### config.mk
export PLATFORM = sky130hd
export DESIGN_NAME = pipe_cla_addsub
export DESIGN_NICKNAME = d
export VERILOG_FILES = /design/src/rtl/pipe_cla_addsub_pkg.sv /design/src/rtl/pipe_cla_addsub_cla_slice.sv /design/src/rtl/pipe_cla_addsub.sv
export SDC_FILE = /design/constraint.sdc
export NUM_CORES = 1
export LEC_CHECK = 0
export BUFFER_PORTS_ARGS = -buffer_cell sky130_fd_sc_hd__buf_2
export CORE_MARGIN = 2
export CORE_UTILIZATION = 55
export CTS_BUF_LIST = sky130_fd_sc_hd__clkbuf_16
export DETAILED_ROUTE_END_ITERATION = 6
export PLACE_DENSITY_LB_ADDON = 0.1
export SYNTH_ARGS = -nofsm -noshare
export SYNTH_HDL_FRONTEND = slang
export SYNTH_SLANG_ARGS = --single-unit
### constraint.sdc
create_clock -name clk -period 4.34 [get_ports clk]
set_input_delay 0.434 -clock clk [delete_from_list [all_inputs] [get_ports clk]]
set_output_delay 0.434 -clock clk [all_outputs]
set_load 0.02 [all_outputs]
### src/rtl/pipe_cla_addsub_pkg.sv
// Shared constants and types for the pipelined carry-lookahead add/subtract unit.
package pipe_cla_addsub_pkg;

  localparam int unsigned DefWidth = 32;
  localparam int unsigned DefSlice = 8;
  localparam int unsigned DefTagW  = 4;

  localparam logic OpAdd = 1'b0;
  localparam logic OpSub = 1'b1;

  // Bit order {ovf, cout, zero} as seen by the writeback status register.
  typedef struct packed {
    logic ovf;
    logic cout;
    logic zero;
  } flags_t;

  function automatic logic ovf_calc(logic a_msb, logic b_msb, logic s_msb);
    return (a_msb == b_msb) && (s_msb != a_msb);
  endfunction

endpackage

### src/rtl/pipe_cla_addsub_cla_slice.sv
// Combinational SLICE-bit carry-lookahead adder slice with group propagate/generate.
module cla_slice #(
  parameter int unsigned SLICE = 8
) (
  input  logic [SLICE-1:0] x_i,
  input  logic [SLICE-1:0] y_i,
  input  logic             c_i,
  output logic [SLICE-1:0] sum_o,
  output logic             p_o,
  output logic             g_o,
  output logic             c_o,
  output logic             zero_o
);

  logic [SLICE-1:0] p;
  logic [SLICE-1:0] g;
  logic [SLICE:0]   c;

  assign p = x_i ^ y_i;
  assign g = x_i & y_i;

  // Each carry is a flat prefix of G/P terms rather than a ripple chain.
  always_comb begin
    logic gg;
    logic pp;
    gg   = 1'b0;
    pp   = 1'b0;
    g_o  = 1'b0;
    c    = '0;
    c[0] = c_i;
    for (int i = 0; i < SLICE; i++) begin
      gg = g[i];
      pp = p[i];
      for (int j = i - 1; j >= 0; j--) begin
        gg = gg | (pp & g[j]);
        pp = pp & p[j];
      end
      c[i+1] = gg | (pp & c_i);
    end
    g_o = gg;
  end

  assign p_o    = &p;
  assign c_o    = c[SLICE];
  assign sum_o  = p ^ c[SLICE-1:0];
  assign zero_o = ~|sum_o;

endmodule

### src/rtl/pipe_cla_addsub.sv
// Pipelined add/subtract: one CLA slice per stage, carry registered between stages,
// single global advance enable shared by every stage.
module pipe_cla_addsub
  import pipe_cla_addsub_pkg::*;
#(
  parameter int unsigned WIDTH = DefWidth,
  parameter int unsigned SLICE = DefSlice,
  parameter int unsigned TAG_W = DefTagW
) (
  input  logic             clk,
  input  logic             rst_n,
  input  logic             in_valid,
  output logic             in_ready,
  input  logic [WIDTH-1:0] a,
  input  logic [WIDTH-1:0] b,
  input  logic             sub,
  input  logic             cin,
  input  logic [TAG_W-1:0] tag,
  output logic             out_valid,
  input  logic             out_ready,
  output logic [WIDTH-1:0] sum,
  output logic             cout,
  output logic             ovf,
  output logic             zero,
  output logic [TAG_W-1:0] out_tag
);

  localparam int unsigned STAGES = WIDTH / SLICE;
  localparam int unsigned Last   = STAGES - 1;

  if ((WIDTH % SLICE) != 0) begin : g_bad_param
    $error("pipe_cla_addsub: WIDTH must be a multiple of SLICE");
  end

  logic [WIDTH-1:0] b_eff;
  logic             c0;
  logic             adv;
  flags_t           out_flags;

  assign b_eff    = (sub == OpSub) ? ~b : b;
  assign c0       = (sub == OpAdd) ? cin : 1'b1;
  assign adv      = out_ready | ~out_valid;
  assign in_ready = adv;

  for (genvar k = 0; k < STAGES; k++) begin : g_stage
    localparam int unsigned SumW = (k + 1) * SLICE;

    logic [SLICE-1:0] x, y, s;
    logic             ci, co, gp, gg, sz, z_in, vin;
    logic [SumW-1:0]  sum_d;
    logic [TAG_W-1:0] tag_in;

    logic             vld_q, c_q, z_q;
    logic [SumW-1:0]  sum_q;
    logic [TAG_W-1:0] tag_q;

    if (k == 0) begin : g_head
      assign x      = a[SLICE-1:0];
      assign y      = b_eff[SLICE-1:0];
      assign ci     = c0;
      assign z_in   = 1'b1;
      assign tag_in = tag;
      assign vin    = in_valid;
      assign sum_d  = s;
    end else begin : g_body
      assign x      = g_stage[k-1].g_rem.a_rem_q[SLICE-1:0];
      assign y      = g_stage[k-1].g_rem.b_rem_q[SLICE-1:0];
      assign ci     = g_stage[k-1].c_q;
      assign z_in   = g_stage[k-1].z_q;
      assign tag_in = g_stage[k-1].tag_q;
      assign vin    = g_stage[k-1].vld_q;
      assign sum_d  = {s, g_stage[k-1].sum_q};
    end

    cla_slice #(
      .SLICE (SLICE)
    ) u_slice (
      .x_i    (x),
      .y_i    (y),
      .c_i    (ci),
      .sum_o  (s),
      .p_o    (gp),
      .g_o    (gg),
      .c_o    (co),
      .zero_o (sz)
    );

    // Group P/G only matter to a second lookahead level; one slice per stage has none.
    logic unused_grp;
    assign unused_grp = gp ^ gg;

    always_ff @(posedge clk or negedge rst_n) begin
      if (!rst_n) begin
        vld_q <= 1'b0;
        c_q   <= 1'b0;
        z_q   <= 1'b0;
        sum_q <= '0;
        tag_q <= '0;
      end else if (adv) begin
        vld_q <= vin;
        if (vin) begin
          c_q   <= co;
          z_q   <= z_in & sz;
          sum_q <= sum_d;
          tag_q <= tag_in;
        end
      end
    end

    // Operand bits not yet consumed, shifted so the next slice sits at bit 0.
    if (k < Last) begin : g_rem
      localparam int unsigned RemW = WIDTH - SumW;
      logic [RemW-1:0] a_rem_d, b_rem_d, a_rem_q, b_rem_q;

      if (k == 0) begin : g_src_in
        assign a_rem_d = a[WIDTH-1:SLICE];
        assign b_rem_d = b_eff[WIDTH-1:SLICE];
      end else begin : g_src_prev
        assign a_rem_d = g_stage[k-1].g_rem.a_rem_q[RemW+SLICE-1:SLICE];
        assign b_rem_d = g_stage[k-1].g_rem.b_rem_q[RemW+SLICE-1:SLICE];
      end

      always_ff @(posedge clk or negedge rst_n) begin
        if (!rst_n) begin
          a_rem_q <= '0;
          b_rem_q <= '0;
        end else if (adv && vin) begin
          a_rem_q <= a_rem_d;
          b_rem_q <= b_rem_d;
        end
      end
    end

    if (k == Last) begin : g_last
      logic ovf_q;
      always_ff @(posedge clk or negedge rst_n) begin
        if (!rst_n) begin
          ovf_q <= 1'b0;
        end else if (adv && vin) begin
          ovf_q <= ovf_calc(x[SLICE-1], y[SLICE-1], s[SLICE-1]);
        end
      end
    end
  end

  assign out_flags = '{ovf: g_stage[Last].g_last.ovf_q,
                       cout: g_stage[Last].c_q,
                       zero: g_stage[Last].z_q};

  assign out_valid           = g_stage[Last].vld_q;
  assign sum                 = g_stage[Last].sum_q;
  assign out_tag             = g_stage[Last].tag_q;
  assign {ovf, cout, zero}   = out_flags;

endmodule

==> flow_summary.yaml, run 1 <==
placement:
  place_congestion: 0.811
  place_hpwl_um: 11900
  io_buffers: 114
floorplan:
  top_level_ports: 115
  num_rows: 47
  die-area_mm2: 0.0179
  initial_core_util_pct: 56.1
  die_y_um: 134
  die_w_um: 134
  core-area_mm2: 0.0165
sta:
  skew_ps: 11.3
  setup_tns_ps: 0
  drv_slew: 0
  fmax_mhz: 416
  worst_slew_pin_slew_ps: 1030
  rsz0062_at_grt: "false"
  setup_violations: 0
  fin_crit_sh_pct: 55.4
  fin_crit_ps: 2400
  slew-limit-headroom_pct: 31.1
  hold_viol_final: 0
logic_synthesis:
  async_reset_ff_share_pct: 100
  synth_top_cell_area_share_pct: 55.3
  synth.distinct_cells: 47
  synth_area_mm2: 0.00928
  synthTopCellsByArea: "dfrtp_1, mux2_2, ha_1, xnor2_1, o21ai_0"
  synth_ff_type: "dfrtp_1"
  ys_ff_latch: 205
  synth_warnings: 0
  synth_top_cell_by_area: "dfrtp_1"
  ys_seq_area_share_pct: 55.3
  syn_nets: 839
  synth-edff-count: 0
  avgSynthCellArea_um2: 12.8
  synth_cells: 725
clock_network:
  cts_tree: "built"
  cts_buffer_depth: 3
  cts.sinks: 205
  holdBufCountCts: 0
  htree_levels: 1
  cts_resized: 0
  ctsRootBufferMaster: "clkbuf_16"
  clk_pin_slew_worst_paths_ps: 60
  clock_latency_ps: 490
  post-cts-setup-buffers: 0
  numCtsBuffers: 22
final_layout:
  seqCellArea_mm2: 0.00513
  multi_input_area_mm2: 0.00398
  layout-drive-gt1-share_pct: 36.3
  final_core_util_pct: 64.7
  fillers: 1286
  syn_to_final_growth_pct: 15.2
  fin_nets: 950
setup_path:
  max_stage_delay_ps: 460
  crit_path_end_kind: "register"
  crit_arrival_ps: 2780
  slowest_stage: "buf_2"
  cp_max_fo: 18
  critPathKind: "in2reg"
  path_cells: "buf_2, xor2_1, ha_1, a21o_1, and2_1, a31oi_1, a21oi_1, xnor2_1, a32o_1"
  cp-start-kind: "input port"
  cp.required_ps: 4710
route:
  drtPass1Iterations: 4
  drtAntennaViolNets: 0
  routed_via_density: 5.29
  drtIter0Drc: 197
  num_vias: 5664
  drc: 0
  wl_per_cell_um: 16.1
  routed_wl_um: 17200
power_and_ir_drop:
  powerDensity_mw_per_mm2: 767
  p_leak_nw: 4.96
  peakVddDrop_v: 0.000356
global_route:
  grt_pass1_vias: 6006
  grt_pass1_wl_um: 29500
  grt-ovfl-total: 0
  track_usage_pct: 20.3
  antenna_found_initial: 1
  grt_max_degree: 127
worst_hold_path:
  hp-class: "in2async"
run_status:
  status: "completed"
run:
  maxCapViolations: 0
==> final cells by class <==
class | instances | share of cell area, %
antenna | 1 | 0.0234
tap | 220 | 2.58
clock buffer | 23 | 5.39
sequential | 205 | 48.0
multi-input combinational | 477 | 37.2
inverter | 11 | 0.386
clock inverter | 14 | 0.515
timing repair buffer | 119 | 5.89
==> synthesized netlist by cell type, types with 2 or more instances <==
master,instances
a21o_1,5
buf_1,3
nor2_1,18
and2_1,2
dfrtp_1,205
inv_1,11
ha_1,36
o31ai_1,4
or4_1,2
nor3b_1,6
nor3_1,8
o21ai_1,4
or2_2,6
a31oi_1,3
xor2_1,21
clkbuf_1,14
a211oi_1,4
o21bai_1,3
nand3_1,7
buf_2,14
fa_1,4
nand2_1,67
o22ai_2,2
xnor2_1,39
a21oi_2,2
mux2i_1,2
mux2_2,142
o21ai_0,53
a21oi_1,14
a32o_1,3
o21a_1,3
o22ai_1,2
nand2b_1,2
==> power by group <==
| part | internal, mW | total, mW | switching [mW] | leakage, nW |
|---|---|---|---|---|
| Combinational | 1.62 | 3.32 | 1.70 | 2.15 |
| Clock | 0.944 | 1.64 | 0.695 | 0.336 |
| Sequential | 2.76 | 3.24 | 0.481 | 2.48 |
==> metrics by stage <==
stage	power, mW	hold slack (ps)	std cells	worst slack, ps	area, um^2
after floorplan	5.74	138	725	1870	9280
after detailed placement	6.61	465	1032	1420	10100
after global routing	8.82	161	1069	1760	10700
after CTS	8.28	137	1069	1920	10700
final	8.19	91.7	1070	1940	10700
after global placement	6.43	457	1032	1490	10100
==> worst max-delay path: cells and delay by family <==
family / cells / cell delay [ps]
and+or+nand+nor: 1 / 180
AOI/OAI and AO/OA: 4 / 970
xor gates and xnor gates: 2 / 320
adders and majority gates: 1 / 410
buffers and inverters: 1 / 460
==> cells by family (layout without fill, tap and decap cells) <==
kind of cell	Yosys count	count (layout)	synth area share (%)
buffers and inverters	43	167	2.01
adders and majority gates	40	40	5.72
and+or+nand+nor	122	122	6.02
AOI/OAI and AO/OA	111	111	7.84
other	0	1	0
DFF	205	205	55.3
muxes	144	144	17.5
xor gates and xnor gates	60	60	5.67
==> sequential cells by signal, summed over array words and instances (netlist names) <==
register               cells
cout                       1
g_stage.c_q                3
g_stage.g_rem.a_rem_q     48
g_stage.g_rem.b_rem_q     48
g_stage.sum_q             48
g_stage.tag_q             12
g_stage.vld_q              3
g_stage.z_q                3
out_tag                    4
out_valid                  1
ovf                        1
sum                       32
zero                       1
==> per-layer routing <==
| layer | GRT usage [%] | up-vias | wire (um) |
|---|---|---|---|
| li1 | - | 2766 | - |
| met4 | 5.38 | 0 | 397 |
| met2 | 34.8 | 91 | 8450 |
| met5 | 0 | - | 0 |
| met1 | 27.1 | 2769 | 7790 |
| met3 | 3.33 | 38 | 590 |
==> cell usage in the layout (no fill, tap or decap), drive strengths merged, types with 5 or more instances in the layout <==
cell type | netlist | routed
xnor2 | 39 | 39
xor2 | 21 | 21
dfrtp | 205 | 205
a21o | 5 | 5
nand2 | 67 | 67
ha | 36 | 36
a21oi | 16 | 16
clkbuf | 14 | 24
a211oi | 5 | 5
buf | 18 | 118
inv | 11 | 18
mux2 | 142 | 142
nor3b | 6 | 6
o21ai | 57 | 57
clkinv | 0 | 7
nor3 | 8 | 8
or2 | 6 | 6
nand3 | 7 | 7
nor2 | 18 | 18
==> worst paths after layout <==
check / start / to / slack [ps] / cells after the start
setup / recovery: sub / g_stage[0].z_q$_DFFE_PN0P_ / 1940 / 9
hold / removal: rst_n / g_stage[2].tag_q[1]$_DFFE_PN0P_ / 90 / 1
setup reg to reg: out_valid$_DFFE_PN0N_ / g_stage[1].g_rem.a_rem_q[12]$_DFFE_PN0P_ / 2000 / 4
hold reg to reg: sum[27]$_DFFE_PN0P_ / sum[27]$_DFFE_PN0P_ / 470 / 2
max in group asynchronous: rst_n / g_stage[0].g_rem.a_rem_q[8]$_DFFE_PN0P_ / 3300 / 2
min in group clk: a[22] / g_stage[0].g_rem.a_rem_q[14]$_DFFE_PN0P_ / 170 / 2
Note: power is estimated with default switching activity, not from simulation.
==> run 2, diff against run 1 <==
- clock period: 4.34 -> 2.3 ns (I/O delays scaled with it)
==> flow_summary.yaml, run 2 (synthesis gave the netlist of run 1 again) <==
run_status:
  status: "completed"
clock_network:
  ctsRootBufferMaster: "clkbuf_16"
  cts_resized: 0
  cts_buffer_depth: 3
  numCtsBuffers: 22
  cts.sinks: 205
  cts_tree: "built"
  holdBufCountCts: 29
  post-cts-setup-buffers: 0
  clk_pin_slew_worst_paths_ps: 60
  clock_latency_ps: 500
  htree_levels: 1
floorplan:
  die-area_mm2: 0.0179
  core-area_mm2: 0.0165
  top_level_ports: 115
  die_y_um: 134
  die_w_um: 134
  num_rows: 47
  initial_core_util_pct: 56.1
setup_path:
  max_stage_delay_ps: 410
  crit_path_end_kind: "register"
  cp.required_ps: 2690
  cp_max_fo: 3
  crit_arrival_ps: 2560
  path_cells: "ha_1, a211oi_1, o21ai_0, a31o_2, a21o_1, xnor2_1, a32o_1"
  cp-start-kind: "register"
  critPathKind: "reg2reg"
  slowest_stage: "dfrtp_1"
final_layout:
  fin_nets: 995
  layout-drive-gt1-share_pct: 36.5
  most-common-layout-cells: "dfrtp_1, mux2_2, buf_2"
  syn_to_final_growth_pct: 21.0
  final_common_cell: "dfrtp_1"
  final_core_util_pct: 67.9
  design_area_mm2: 0.0112
  fillers: 1254
  top_regs: "g_stage.g_rem.a_rem_q x48, g_stage.g_rem.b_rem_q x48, g_stage.sum_q x48"
placement:
  placed_cell_area_mm2: 0.0102
  io_buffers: 114
  place_congestion: 0.816
  place_hpwl_um: 12600
route:
  drtIter0Drc: 222
  drc: 0
  wl_per_cell_um: 16.2
  routed_via_density: 5.27
  drtAntennaViolNets: 0
  num_vias: 5879
  routed_wl_um: 18000
  drtPass1Iterations: 7
sta:
  rsz0062_at_grt: "false"
  drv_slew: 0
  setup_tns_ps: 0
  fin_crit_sh_pct: 94.5
  holdWs_ps: 20.0
  hold_viol_final: 0
  slew-limit-headroom_pct: 59.3
  worst_slew_pin_slew_ps: 611
  fin_crit_ps: 2170
  fmax_mhz: 460
  setup_violations: 0
  skew_ps: 8.35
worst_hold_path:
  hp-class: "in2reg"
power_and_ir_drop:
  p_leak_nw: 5.21
  powerDensity_mw_per_mm2: 1420
  peakVddDrop_v: 0.000698
run:
  maxCapViolations: 0
global_route:
  grt-ovfl-total: 0
  grt_pass1_wl_um: 30400
  grt_max_degree: 59
  grt_pass1_vias: 6286
  antenna_found_initial: 1
  track_usage_pct: 20.8
==> run 2: cell types whose count changed in the layout (fill, tap and decap cells not counted) <==
cell,change
buf_12,+6
buf_4,+10
bufinv_16,+2
clkinv_1,+1
clkinv_2,+1
dlygate4sd3_1,+29
inv_1,-3
==> run 2: worst paths after layout <==
kind,startpoint,endpoint,slack [ps],cells after the start
min in group asynchronous,rst_n,g_stage[1].tag_q[1]$_DFFE_PN0P_,270,2
max reg2reg,g_stage[1].g_rem.a_rem_q[0]$_DFFE_PN0P_,g_stage[2].z_q$_DFFE_PN0P_,130,7
max,g_stage[1].g_rem.a_rem_q[0]$_DFFE_PN0P_,g_stage[2].z_q$_DFFE_PN0P_,130,7
min,b[10],g_stage[0].g_rem.b_rem_q[2]$_DFFE_PN0P_,20,3
max in group asynchronous,rst_n,g_stage[1].g_rem.a_rem_q[2]$_DFFE_PN0P_,1350,3
min reg2reg,g_stage[2].sum_q[23]$_DFFE_PN0P_,g_stage[2].sum_q[23]$_DFFE_PN0P_,480,2
==> run 2: metal layers <==
metal  part of all wire, %  GRT usage, %  vias up  routed length (um)
met5                     0             0        -                   0
met4                   2.1          4.55        0                 373
met3                   3.4          3.44       30                 609
met2                    49          36.5       91                8880
met1                    45          27.4     2905                8180
li1                      -             -     2853                   -
==> run 2: per-stage QoR <==
step	cells	setup slack [ps]	power, mW
after detailed placement	1048	42.8	12.6
after global routing	1115	19.2	17.1
after floorplan	725	32.8	10.8
after CTS	1115	138	16.1
final	1116	126	15.9
after global placement	1048	99.8	12.3
==> run 2: cell type report <==
type	instances	area, um^2	share of cell area, %
antenna	1	2.50	0.0223
clock buffer	23	576	5.13
clock inverter	15	113	1.00
inverter	11	41.3	0.368
multi-input combinational	477	3980	35.4
sequential	205	5130	45.7
tap	220	275	2.45
timing repair buffer	164	1110	9.93
==> run 2: worst max-delay path, delay by kind of cell, from the launching register on <==
family	cells	cell delay (ps)
xor gates and xnor gates	1	140
DFF	1	410
AOI/OAI and AO/OA	5	1210
adders and majority gates	1	320
==> run 2: where the power goes <==
| group | leakage (nW) | internal [mW] | total, mW | switching [mW] |
|---|---|---|---|---|
| sequential | 2.48 | 5.20 | 6.10 | 0.899 |
| clock | 0.354 | 2.01 | 3.37 | 1.35 |
| combinational | 2.37 | 3.19 | 6.45 | 3.26 |
==> run 3, diff against run 2 <==
- CORE_MARGIN: 2 -> not set
==> flow_summary.yaml, run 3 (synthesis gave the netlist of run 1 again) <==
worst_hold_path:
  hp-class: "in2reg"
clock_network:
  clock_latency_ps: 490
  ctsRootBufferMaster: "clkbuf_16"
  cts_tree: "built"
  cts.sinks: 205
  post-cts-setup-buffers: 0
  cts_buffer_depth: 3
  numCtsBuffers: 23
  clk_pin_slew_worst_paths_ps: 60
  htree_levels: 1
final_layout:
  top_regs: "g_stage.g_rem.a_rem_q x48, g_stage.g_rem.b_rem_q x48, g_stage.sum_q x48"
  final_cells: 1122
  n_antenna_cell: 0
  final_core_util_pct: 68.3
  seqCellArea_mm2: 0.00513
  fin_nets: 1000
  multi_input_area_mm2: 0.00398
  final_common_cell: "dfrtp_1"
  syn_to_final_growth_pct: 21.7
  layout-drive-gt1-share_pct: 37.4
  most-common-layout-cells: "dfrtp_1, mux2_2, buf_2"
  fillers: 1232
route:
  drtAntennaViolNets: 0
  drc: 0
  drtIter0Drc: 192
  routed_via_density: 5.21
  drtPass1Iterations: 4
  routed_wl_um: 17900
  num_vias: 5841
  wl_per_cell_um: 15.9
sta:
  slew-limit-headroom_pct: 60.4
  fin_crit_ps: 2140
  drv_slew: 0
  hold_viol_final: 0
  fmax_mhz: 467
  skew_ps: 7.19
  rsz0062_at_grt: "false"
  worst_slew_pin_slew_ps: 594
  setup_violations: 0
  fin_crit_sh_pct: 93.1
floorplan:
  die_w_um: 132
  core-area_mm2: 0.0165
  top_level_ports: 115
  initial_core_util_pct: 56.1
  die_y_um: 132
  die-area_mm2: 0.0174
  num_rows: 47
power_and_ir_drop:
  powerDensity_mw_per_mm2: 1420
  clockPowerShare_pct: 21.4
  pwr-share-seq_pct: 38.1
  power_switching_mw: 5.56
  p_int_mw: 10.5
  p_leak_nw: 5.26
  peakVddDrop_v: 0.000629
  switching_share_pct: 34.7
  comb_power_share_pct: 40.6
setup_path:
  critPathKind: "reg2reg"
  max_stage_delay_ps: 410
  cp.required_ps: 2680
  path_buf_inv: 0
  cp_max_fo: 3
  path_cells: "ha_1, a211oi_2, o21ai_1, a31o_1, a21o_1, xor2_1, o41ai_2"
  critical-path-top-delay-family: "compound AO/OA/AOI/OAI gates"
  slowest_stage: "dfrtp_1"
  crit_arrival_ps: 2530
  cp-start-kind: "register"
  crit_path_end_kind: "register"
placement:
  place_hpwl_um: 12700
  place_congestion: 0.821
  io_buffers: 114
  placed_cells: 1053
run:
  maxCapViolations: 0
run_status:
  status: "completed"
global_route:
  track_usage_pct: 22.0
  grt-ovfl-total: 0
  grt_pass1_vias: 6323
  grt_pass1_wl_um: 31000
  antenna_found_initial: 0
  grt_max_degree: 73
==> run 3: cell count changes in the layout (fill, tap and decap cells not counted), sizes merged <==
cell | before | now
buf | 134 | 139
diode | 1 | 0
dlygate4sd3 | 29 | 28
inv | 15 | 18
==> run 3: worst paths after layout <==
path	start	to	slack [ps]	depth (start not counted)
setup reg to reg	g_stage[0].g_rem.a_rem_q[0]$_DFFE_PN0P_	g_stage[1].z_q$_DFFE_PN0P_	160	7
min in group asynchronous	rst_n	out_tag[2]$_DFFE_PN0P_	310	2
hold / removal	a[31]	g_stage[0].g_rem.a_rem_q[23]$_DFFE_PN0P_	20	2
hold reg to reg	sum[31]$_DFFE_PN0P_	sum[31]$_DFFE_PN0P_	480	2
setup / recovery	g_stage[0].g_rem.a_rem_q[0]$_DFFE_PN0P_	g_stage[1].z_q$_DFFE_PN0P_	160	7
max in group asynchronous	rst_n	g_stage[1].g_rem.a_rem_q[4]$_DFFE_PN0P_	1290	3
==> run 3: area by class of cell <==
cell class,count,share of cell area [%]
inverters,11,0.366
well taps,220,2.44
repair buffers,168,10.2
clock inverters,18,1.17
flip-flops and latches,205,45.4
multi-input cells,477,35.3
clock buffers,23,5.10
==> run 3: routing by layer <==
| layer | GRT usage (%) | routed length, um | vias to the layer above |
|---|---|---|---|
| li1 | - | - | 2877 |
| met1 | 28.9 | 8050 | 2848 |
| met2 | 38.3 | 8860 | 91 |
| met3 | 3.27 | 616 | 25 |
| met4 | 5.68 | 321 | 0 |
| met5 | 0 | 0 | - |
==> run 3: metrics by stage <==
stage	hold WS, ps	setup WS, ps	TNS [ps]	total power [mW]	cell area [um^2]
3_5_place_dp	288	-53.7	-73.0	12.7	10300
2_1_floorplan	-65.6	32.8	0	10.8	9280
4_1_cts	0.122	148	0	16.2	11300
6_report	24.0	159	0	16.0	11300
5_1_grt	11.8	12.5	0	17.2	11300
3_3_place_gp	279	83.4	0	12.3	10300
==> run 3: power groups by stage <==
stage	combinational (mW)	sequential, mW	clock, mW
after floorplan	4.56	6.27	0
after global placement	6.26	6.08	0
after detailed placement	6.49	6.17	0
after CTS	6.57	6.12	3.52
after global routing	7.23	6.32	3.68
final	6.50	6.10	3.43
==> run 3: timing repair <==
item | in CTS | in global routing
endpoints found under the setup margin | 0 | 1
resized for setup | 0 | 1
hold buffers | 28 | 0
endpoints found under the hold margin | 95 | 0
